==> config.mk <==
export PLATFORM = sky130hd
export DESIGN_NAME = motion_driver
export DESIGN_NICKNAME = d
export VERILOG_FILES = /design/src/rtl/motion_driver.sv
export SDC_FILE = /design/constraint.sdc
export NUM_CORES = 1
export LEC_CHECK = 0
export ABC_AREA = 1
export CAP_MARGIN = 20
export CORE_ASPECT_RATIO = 1.4
export CORE_MARGIN = 5
export CORE_UTILIZATION = 50
export DETAILED_ROUTE_END_ITERATION = 10
export GPL_TIMING_DRIVEN = 1
export HOLD_SLACK_MARGIN = 0.06
export PLACE_DENSITY = 0.78
export SETUP_SLACK_MARGIN = 0.02
export SYNTH_ARGS = -nofsm -noshare
export SYNTH_HDL_FRONTEND = slang
export SYNTH_SLANG_ARGS = --single-unit
==> constraint.sdc <==
create_clock -name clock -period 3 [get_ports clock]
set_clock_uncertainty 0.15 [all_clocks]
set_input_delay 0.45 -clock clock [delete_from_list [all_inputs] [get_ports clock]]
set_output_delay 0.45 -clock clock [all_outputs]
set_load 0.005 [all_outputs]
==> src/rtl/motion_driver.sv <==
// Two-axis step/direction pulse generator with signed position tracking and a pen servo PWM.
// Each axis runs Idle -> Setup -> Pulse -> Wait, and the rise-to-rise spacing is timed from the rise.
module motion_driver #(
    parameter int unsigned PULSE_WIDTH  = 4,
    parameter int unsigned DIR_SETUP    = 2,
    parameter int unsigned MIN_INTERVAL = 8,
    parameter int unsigned SERVO_PERIOD = 1000000,
    parameter int unsigned SERVO_UP_W   = 50000,
    parameter int unsigned SERVO_DOWN_W = 100000
) (
    input  logic        clock,
    input  logic        ctrl_reset,
    input  logic [31:0] xSpeed,
    input  logic [31:0] ySpeed,
    input  logic [31:0] xDirection,
    input  logic [31:0] yDirection,
    input  logic [31:0] servo,
    input  logic        zero_req,
    output logic        x_step,
    output logic        y_step,
    output logic        x_dir,
    output logic        y_dir,
    output logic        servo_pwm,
    output logic [31:0] currentX,
    output logic [31:0] currentY
);

    localparam logic [23:0] PulseLen   = 24'(PULSE_WIDTH);
    localparam logic [23:0] SetupLen   = 24'(DIR_SETUP);
    localparam logic [23:0] MinIval    = 24'(MIN_INTERVAL);
    localparam logic [31:0] PeriodLast = 32'(SERVO_PERIOD - 1);
    localparam logic [31:0] UpWidth    = 32'(SERVO_UP_W);
    localparam logic [31:0] DownWidth  = 32'(SERVO_DOWN_W);

    if (PULSE_WIDTH < 1) begin : gBadPulse
        $error("PULSE_WIDTH must be at least 1");
    end
    if (DIR_SETUP < 1) begin : gBadSetup
        $error("DIR_SETUP must be at least 1");
    end
    if (MIN_INTERVAL < PULSE_WIDTH + 2) begin : gBadInterval
        $error("MIN_INTERVAL must be at least PULSE_WIDTH + 2");
    end

    typedef enum logic [1:0] {StIdle, StSetup, StPulse, StWait} axisState_e;

    logic [1:0][23:0] speedIn;
    logic [1:0]       dirIn;
    logic [1:0]       stepVec;
    logic [1:0]       dirVec;
    logic [1:0][31:0] posVec;

    assign speedIn = {ySpeed[23:0], xSpeed[23:0]};
    assign dirIn   = {yDirection[0], xDirection[0]};

    // Only the low speed bits and bit 0 of the direction/servo words carry meaning.
    logic unusedInputs;
    assign unusedInputs = ^{xSpeed[31:24], ySpeed[31:24], xDirection[31:1], yDirection[31:1],
                            servo[31:1]};

    function automatic logic [23:0] clampInterval(input logic [23:0] speed);
        return (speed < MinIval) ? MinIval : speed;
    endfunction

    function automatic logic [31:0] stepPos(input logic [31:0] pos, input logic dir);
        return dir ? pos + 32'd1 : pos - 32'd1;
    endfunction

    for (genvar a = 0; a < 2; a++) begin : gAxis
        axisState_e  state;
        logic [23:0] phaseCnt;
        logic [23:0] interval;
        logic        step;
        logic        dir;
        logic [31:0] pos;

        // phaseCnt counts cycles since entering Setup, or since the step rise in Pulse/Wait.
        always_ff @(posedge clock) begin
            if (ctrl_reset) begin
                state    <= StIdle;
                phaseCnt <= '0;
                interval <= '0;
                step     <= 1'b0;
                dir      <= 1'b0;
                pos      <= '0;
            end else begin
                unique case (state)
                    StIdle: begin
                        if (speedIn[a] != '0) begin
                            dir      <= dirIn[a];
                            state    <= StSetup;
                            phaseCnt <= 24'd1;
                        end
                    end
                    StSetup: begin
                        if (phaseCnt == SetupLen) begin
                            state    <= StPulse;
                            step     <= 1'b1;
                            interval <= clampInterval(speedIn[a]);
                            pos      <= stepPos(pos, dir);
                            phaseCnt <= 24'd1;
                        end else begin
                            phaseCnt <= phaseCnt + 24'd1;
                        end
                    end
                    StPulse: begin
                        if (phaseCnt == PulseLen) begin
                            state <= StWait;
                            step  <= 1'b0;
                        end
                        phaseCnt <= phaseCnt + 24'd1;
                    end
                    StWait: begin
                        if (phaseCnt == interval) begin
                            if (speedIn[a] == '0) begin
                                state    <= StIdle;
                                phaseCnt <= '0;
                            end else if (dirIn[a] != dir) begin
                                dir      <= dirIn[a];
                                state    <= StSetup;
                                phaseCnt <= 24'd1;
                            end else begin
                                state    <= StPulse;
                                step     <= 1'b1;
                                interval <= clampInterval(speedIn[a]);
                                pos      <= stepPos(pos, dir);
                                phaseCnt <= 24'd1;
                            end
                        end else begin
                            phaseCnt <= phaseCnt + 24'd1;
                        end
                    end
                    default: begin
                        state    <= StIdle;
                        step     <= 1'b0;
                        phaseCnt <= '0;
                    end
                endcase
                // Zeroing wins over a step landing on the same edge.
                if (zero_req) begin
                    pos <= '0;
                end
            end
        end

        assign stepVec[a] = step;
        assign dirVec[a]  = dir;
        assign posVec[a]  = pos;
    end

    logic [31:0] frameCnt;
    logic [31:0] pwmWidth;
    logic [31:0] frameWidth;
    logic        pwmQ;

    // The width for slot 0 is chosen from the servo input seen on that same edge.
    assign frameWidth = (frameCnt == '0) ? (servo[0] ? DownWidth : UpWidth) : pwmWidth;

    always_ff @(posedge clock) begin
        if (ctrl_reset) begin
            frameCnt <= '0;
            pwmWidth <= UpWidth;
            pwmQ     <= 1'b0;
        end else begin
            if (frameCnt == '0) begin
                pwmWidth <= frameWidth;
            end
            pwmQ     <= (frameCnt < frameWidth);
            frameCnt <= (frameCnt == PeriodLast) ? '0 : frameCnt + 32'd1;
        end
    end

    assign x_step    = stepVec[0];
    assign y_step    = stepVec[1];
    assign x_dir     = dirVec[0];
    assign y_dir     = dirVec[1];
    assign currentX  = posVec[0];
    assign currentY  = posVec[1];
    assign servo_pwm = pwmQ;

endmodule

==> results.json, run 1 <==
{
  "synth_top_area_share_pct": 30.3,
  "start_util_pct": 50.3,
  "maxCapViolCount": 0,
  "fmax_mhz": 348,
  "place_area_sq_um": 17200,
  "ys_ff_latch": 233,
  "vias_per_cell": 5.29,
  "drt_iter0_markers": 870,
  "path_max_fanout": 9,
  "final_util_pct": 59.2,
  "synth_top_cell_by_area": "dfxtp_1",
  "start_kind": "register",
  "finalPower_mw": 14.0,
  "core_sq_um": 30600,
  "nNetsFinal": 2795,
  "route.detailed.drc": 0,
  "numCtsBuffers": 25,
  "min_path_type": "in2reg",
  "tritoncts": "done",
  "grt_max_degree": 73,
  "drive_gt1_share_pct": 5.77,
  "ff2ff_path_depth": 13,
  "post_drt_wl_per_cell_microns": 14.3,
  "dp_hpwl_microns": 31500,
  "seq_area_frac_synth_pct": 30.3,
  "diodes": 0,
  "tightest_slew_ps": 792,
  "cp.required_ps": 3320,
  "syn-cell-area_sq_um": 15400,
  "cp.arrival_ps": 3190,
  "dr.pass1.iters": 5,
  "drv_slew": 0,
  "grt_pass1_vias": 15100,
  "antenna_found_initial": 0,
  "leakagePower_nw": 8.31,
  "dieArea_sq_um": 34500,
  "final_area_sq_um": 18100,
  "cts_sinks": 233,
  "grt-ovfl-total": 0,
  "hold_viol": 0,
  "layout_commonest_cell": "nand2_1",
  "gp_congestion": 0.940,
  "io_pins": 232,
  "yosysWarnings": 0,
  "grt.total_usage_pct": 23.9,
  "synthCells": 2396,
  "power_density_nw_per_um2": 774,
  "area_growth_pct": 17.8,
  "holdPathStages": 2,
  "cts_buffer_depth": 3,
  "rows": 76,
  "finalSetupViolCount": 0,
  "cts-root-buf": "clkbuf_16",
  "irDropWorstVdd_mv": 0.607,
  "vias": 15600,
  "rsz0062_at_grt": "true",
  "htreeDepth": 1,
  "synth_cell_types": 45,
  "layout_common_cells": "681 x nand2_1, 295 x inv_1, 246 x nor2_1",
  "period_minus_slack_ps": 2870,
  "synth_area_leaders": "dfxtp_1 30%, nand2_1 17%, ha_1 8.0%",
  "status": "complete, no violations",
  "path_clk_slew_ps": 60,
  "dieHeight_microns": 218,
  "worst_skew_pair.late_latency_ps": 550,
  "fin_crit_sh_pct": 95.8,
  "crit_type": "reg2reg",
  "syn_nets": 2660,
  "portBuffers": 122,
  "syn_area_per_cell_sq_um": 6.43,
  "drt_wl_total_microns": 42100,
  "worstSetupEndpointType": "register",
  "die_x_microns": 158,
  "slew_headroom_pct": 47.2,
  "drtAntennaViolNets": 0,
  "cts_hold_buf": 0,
  "grt_first_pass_wirelength_microns": 69900
}
synthesized netlist by cell type (all sizes together):
| master | instances |
|---|---|
| a21oi | 243 |
| a21o | 12 |
| o2111ai | 4 |
| a211oi | 6 |
| a31oi | 8 |
| nand3b | 1 |
| o221a | 1 |
| o21bai | 6 |
| nand2b | 1 |
| ha | 99 |
| dfxtp | 233 |
| o211ai | 5 |
| xor2 | 55 |
| o21a | 6 |
| clkbuf | 29 |
| and3 | 1 |
| nor4 | 11 |
| o21ai | 122 |
| nand2 | 683 |
| nor3b | 6 |
| o22ai | 1 |
| nor3 | 45 |
| inv | 310 |
| xnor2 | 41 |
| fa | 2 |
| nor2 | 255 |
| buf | 36 |
| or2 | 6 |
| a2111oi | 1 |
| nand4 | 60 |
| nand3 | 107 |
layout make-up:
class	instances	area (sq um)
fillers	2883	12500
multi-input cells	1788	9290
flip-flops and latches	233	4660
repair buffers	173	1670
inverters	310	1170
clock buffers	33	696
well taps	390	488
clock inverters	12	159
metrics by stage:
step                      hold WS (ps)  std cells  setup WS [ps]  setup TNS, ps
after floorplan                    252       2396            145              0
after global placement             273       2890            116              0
after detailed placement           273       2890           39.9              0
after CTS                         75.9       2935           93.0              0
after global routing              96.0       2939          -81.5           -129
final                             87.2       2939            127              0
sequential cells by signal (all words and copies together), names as in the netlist:
name,flops
gAxis.phaseCnt,48
currentX,32
currentY,32
frameCnt,32
y_step,1
y_dir,1
servo_pwm,1
gAxis.interval,48
gAxis.state,4
x_dir,1
pwmWidth,32
x_step,1
worst paths after layout:
kind,start,to,slack [ps]
max,x_dir$_SDFFE_PP0P_,currentX[31]$_SDFFE_PP0P_,130
min,ctrl_reset,pwmWidth[25]$_SDFFE_PP0P_,90
max reg2reg,x_dir$_SDFFE_PP0P_,currentX[31]$_SDFFE_PP0P_,130
min reg2reg,pwmWidth[15]$_SDFFE_PP1P_,pwmWidth[15]$_SDFFE_PP1P_,300
cell families after synthesis:
logic type	share of synthesized area, %
AOI/OAI and AO/OA	14.4
xor gates and xnor gates	5.46
and+or+nand+nor	31.9
buffers and inverters	9.68
DFF	30.3
adders and majority gates	8.30
routing by layer:
| metal | vias up | GRT usage [%] | wire [microns] |
|---|---|---|---|
| li1 | 8038 | - | - |
| met1 | 7127 | 28.9 | 17900 |
| met2 | 318 | 43.9 | 21500 |
| met3 | 75 | 2.54 | 1680 |
| met4 | 0 | 7.11 | 1040 |
| met5 | - | 0 | 0 |
power by group:
part	leakage (nW)	internal [mW]	switching (mW)
combinational	6.01	2.62	4.45
clock	0.407	1.90	1.35
sequential	1.89	3.43	0.286
repair_timing:
item / 4_1_cts / 5_1_grt
resized for setup: 0 / 14
buffers inserted: 0 / 4
endpoints found under the setup margin: 0 / 11
worst max-delay path, stage by stage, from the launching register on:
cell        delay, ps
dfxtp_1           400
clkinvlp_4        150
buf_12            150
buf_4             170
ha_1              400
nand2_1            90
inv_1              90
nand3_1           130
nor4_1            350
a21oi_1           140
nand2_1           140
xor2_1            180
nand2_1            90
a21oi_1           170
No activity file was read; power rests on OpenSTA's default activity.
==> run 2: changes to the inputs <==
CORE_ASPECT_RATIO = 1.25   (was 1.4)
REMOVE_ABC_BUFFERS = 1   (was not set)
==> run 2 against run 1 <==
Against the previous run:
- critical path depth is 2 higher
- first-iteration DRC count is 10% higher
- maximum frequency is 1.7% higher
- largest cell class unchanged
- largest power group unchanged
- die area hardly changed
- sequential share of layout area is 0.28 points lower
==> results.json, run 2 (same netlist as run 1, synthesis figures left out) <==
{
  "status": "complete, no violations",
  "layout_common_cells": "680 x nand2_1, 296 x inv_1, 245 x nor2_1",
  "vias": 15700,
  "post_drt_wl_per_cell_microns": 14.3,
  "grt_pass1_vias": 15300,
  "rsz0062_at_grt": "false",
  "numCtsBuffers": 27,
  "min_path_type": "in2reg",
  "die_x_microns": 167,
  "maxCapViolCount": 0,
  "multi_input_area_sq_um": 9310,
  "diodes": 0,
  "cp_common_cell": "nand2_1",
  "antenna_found_initial": 0,
  "r2r_slack_ps": 170,
  "path_clk_slew_ps": 60,
  "dp_slack_ps": 25.8,
  "htreeDepth": 1,
  "drive_gt1_share_pct": 6.73,
  "tritoncts": "done",
  "dp_hpwl_microns": 32400,
  "setup_slack_ps": 175,
  "critPathSlowestCell": "dfxtp_1",
  "largest_registers": "gAxis.interval: 48 flops, gAxis.phaseCnt: 48 flops",
  "finalSetupViolCount": 0,
  "grt_first_pass_wirelength_microns": 71200,
  "ff2ff_path_depth": 15,
  "period_minus_slack_ps": 2830,
  "path_max_fanout": 6,
  "drt_wl_total_microns": 42600,
  "tightest_slew_ps": 632,
  "nNetsFinal": 2816,
  "pwr-share-seq_pct": 26.4,
  "cp.required_ps": 3330,
  "cp.arrival_ps": 3150,
  "hold_viol": 0,
  "drv_slew": 0,
  "crit_chain": "inv_1 -> buf_4 -> nand4_1 -> nor4_1 -> nand2_1 -> or2_4 -> o21ai_2 -> ha_1 -> nand2_1 -> nor2_1 -> a211oi_2 -> nand2_1 -> nand2_1 -> nand2_1 -> a21oi_2",
  "io_pins": 232,
  "dr.pass1.iters": 8,
  "route.detailed.drc": 0,
  "gp_congestion": 0.958,
  "grt.total_usage_pct": 24.2,
  "seq_area_sq_um": 4660,
  "portBuffers": 122,
  "power.internal_mw": 8.02,
  "core_sq_um": 30300,
  "finalPower_mw": 14.1,
  "layout_commonest_cell": "nand2_1",
  "cts_buffer_depth": 3,
  "start_kind": "register",
  "fmax_mhz": 354,
  "slew_headroom_pct": 57.8,
  "p_switching_mw": 6.08,
  "fillers": 2854,
  "drtAntennaViolNets": 0,
  "fin_crit_sh_pct": 94.2,
  "power_density_nw_per_um2": 769,
  "grt-ovfl-total": 0,
  "rows": 71,
  "area_growth_pct": 19.1,
  "max_stage_delay_ps": 350,
  "dieHeight_microns": 206,
  "start_util_pct": 50.8,
  "grt_max_degree": 49,
  "worstSetupEndpointType": "register",
  "pwr-share-comb_pct": 49.7,
  "vias_per_cell": 5.28,
  "cts_sinks": 233,
  "holdPathStages": 2,
  "irDropWorstVdd_mv": 0.584,
  "cts_hold_buf": 0,
  "dieArea_sq_um": 34400,
  "worst_skew_pair.late_latency_ps": 550,
  "drt_iter0_markers": 959,
  "holdWs_ps": 129,
  "switching_share_pct": 43.1,
  "cts-root-buf": "clkbuf_16",
  "pwr-share-clk_pct": 23.9,
  "leakagePower_nw": 8.43,
  "crit_type": "reg2reg"
}
==> run 2: changes by cell type in the layout (fill, tap and decap cells not counted), moves of 2 or more <==
| cell | before | now |
|---|---|---|
| buf_12 | 6 | 2 |
| buf_4 | 45 | 66 |
| buf_6 | 0 | 2 |
| clkbuf_16 | 25 | 27 |
| clkinv_2 | 2 | 6 |
| clkinvlp_4 | 5 | 2 |
| o21ai_0 | 107 | 105 |
| o21ai_2 | 0 | 3 |
==> run 2: critical path, delay by kind of cell (launching register included) <==
family,cells,cell delay [ps]
adders and majority gates,1,290
buffers and inverters,2,210
DFF,1,350
and+or+nand+nor,9,1350
AOI/OAI and AO/OA,3,400
==> run 2: repair_timing <==
item / CTS / global route
setup endpoints to repair: 1 / 15
pin swaps: 0 / 6
resized for setup: 1 / 26
setup buffers: 0 / 2
==> run 2: area by class of cell <==
class	instances	area share, %
Multi-Input combinational cell	1788	50.8
Clock buffer	37	4.16
Sequential cell	233	25.4
Inverter	310	6.36
Timing Repair Buffer	192	9.73
Tap cell	401	2.74
Clock inverter	12	0.785
==> run 2: layer usage <==
| layer | global-route usage (%) | vias to the layer above | wire, microns |
|---|---|---|---|
| met5 | 0 | - | 0 |
| met4 | 9.59 | 0 | 1540 |
| met3 | 2.79 | 105 | 1840 |
| met2 | 43.7 | 375 | 20700 |
| met1 | 29.3 | 7138 | 18500 |
| li1 | - | 8071 | - |
==> run 2: power groups by stage <==
| stage | clock (mW) | combinational (mW) | sequential, mW |
|---|---|---|---|
| 2_1_floorplan | 0 | 4.89 | 3.72 |
| 3_3_place_gp | 0 | 6.76 | 3.77 |
| 3_5_place_dp | 0 | 6.86 | 3.77 |
| 4_1_cts | 3.44 | 6.92 | 3.71 |
| 5_1_grt | 3.58 | 7.89 | 3.76 |
| 6_report | 3.37 | 7.02 | 3.72 |
==> run 2: worst paths after layout <==
check                            start                                 end
max            frameCnt[12]$_SDFF_PP0_                servo_pwm$_SDFF_PP0_
min                         ctrl_reset  gAxis[0].interval[13]$_SDFFE_PP0P_
max reg2reg    frameCnt[12]$_SDFF_PP0_                servo_pwm$_SDFF_PP0_
min reg2reg  pwmWidth[15]$_SDFFE_PP1P_           pwmWidth[15]$_SDFFE_PP1P_
==> run 2: stage by stage <==
step | TNS [ps] | instances | util (%) | instance area [sq um]
global route | 0 | 2973 | 60.5 | 18300
finish | 0 | 2973 | 60.5 | 18300
global placement | 0 | 2922 | 57.2 | 17300
CTS | 0 | 2971 | 60.2 | 18200
detailed placement | 0 | 2922 | 57.2 | 17300
floorplan | -979 | 2331 | - | 15100
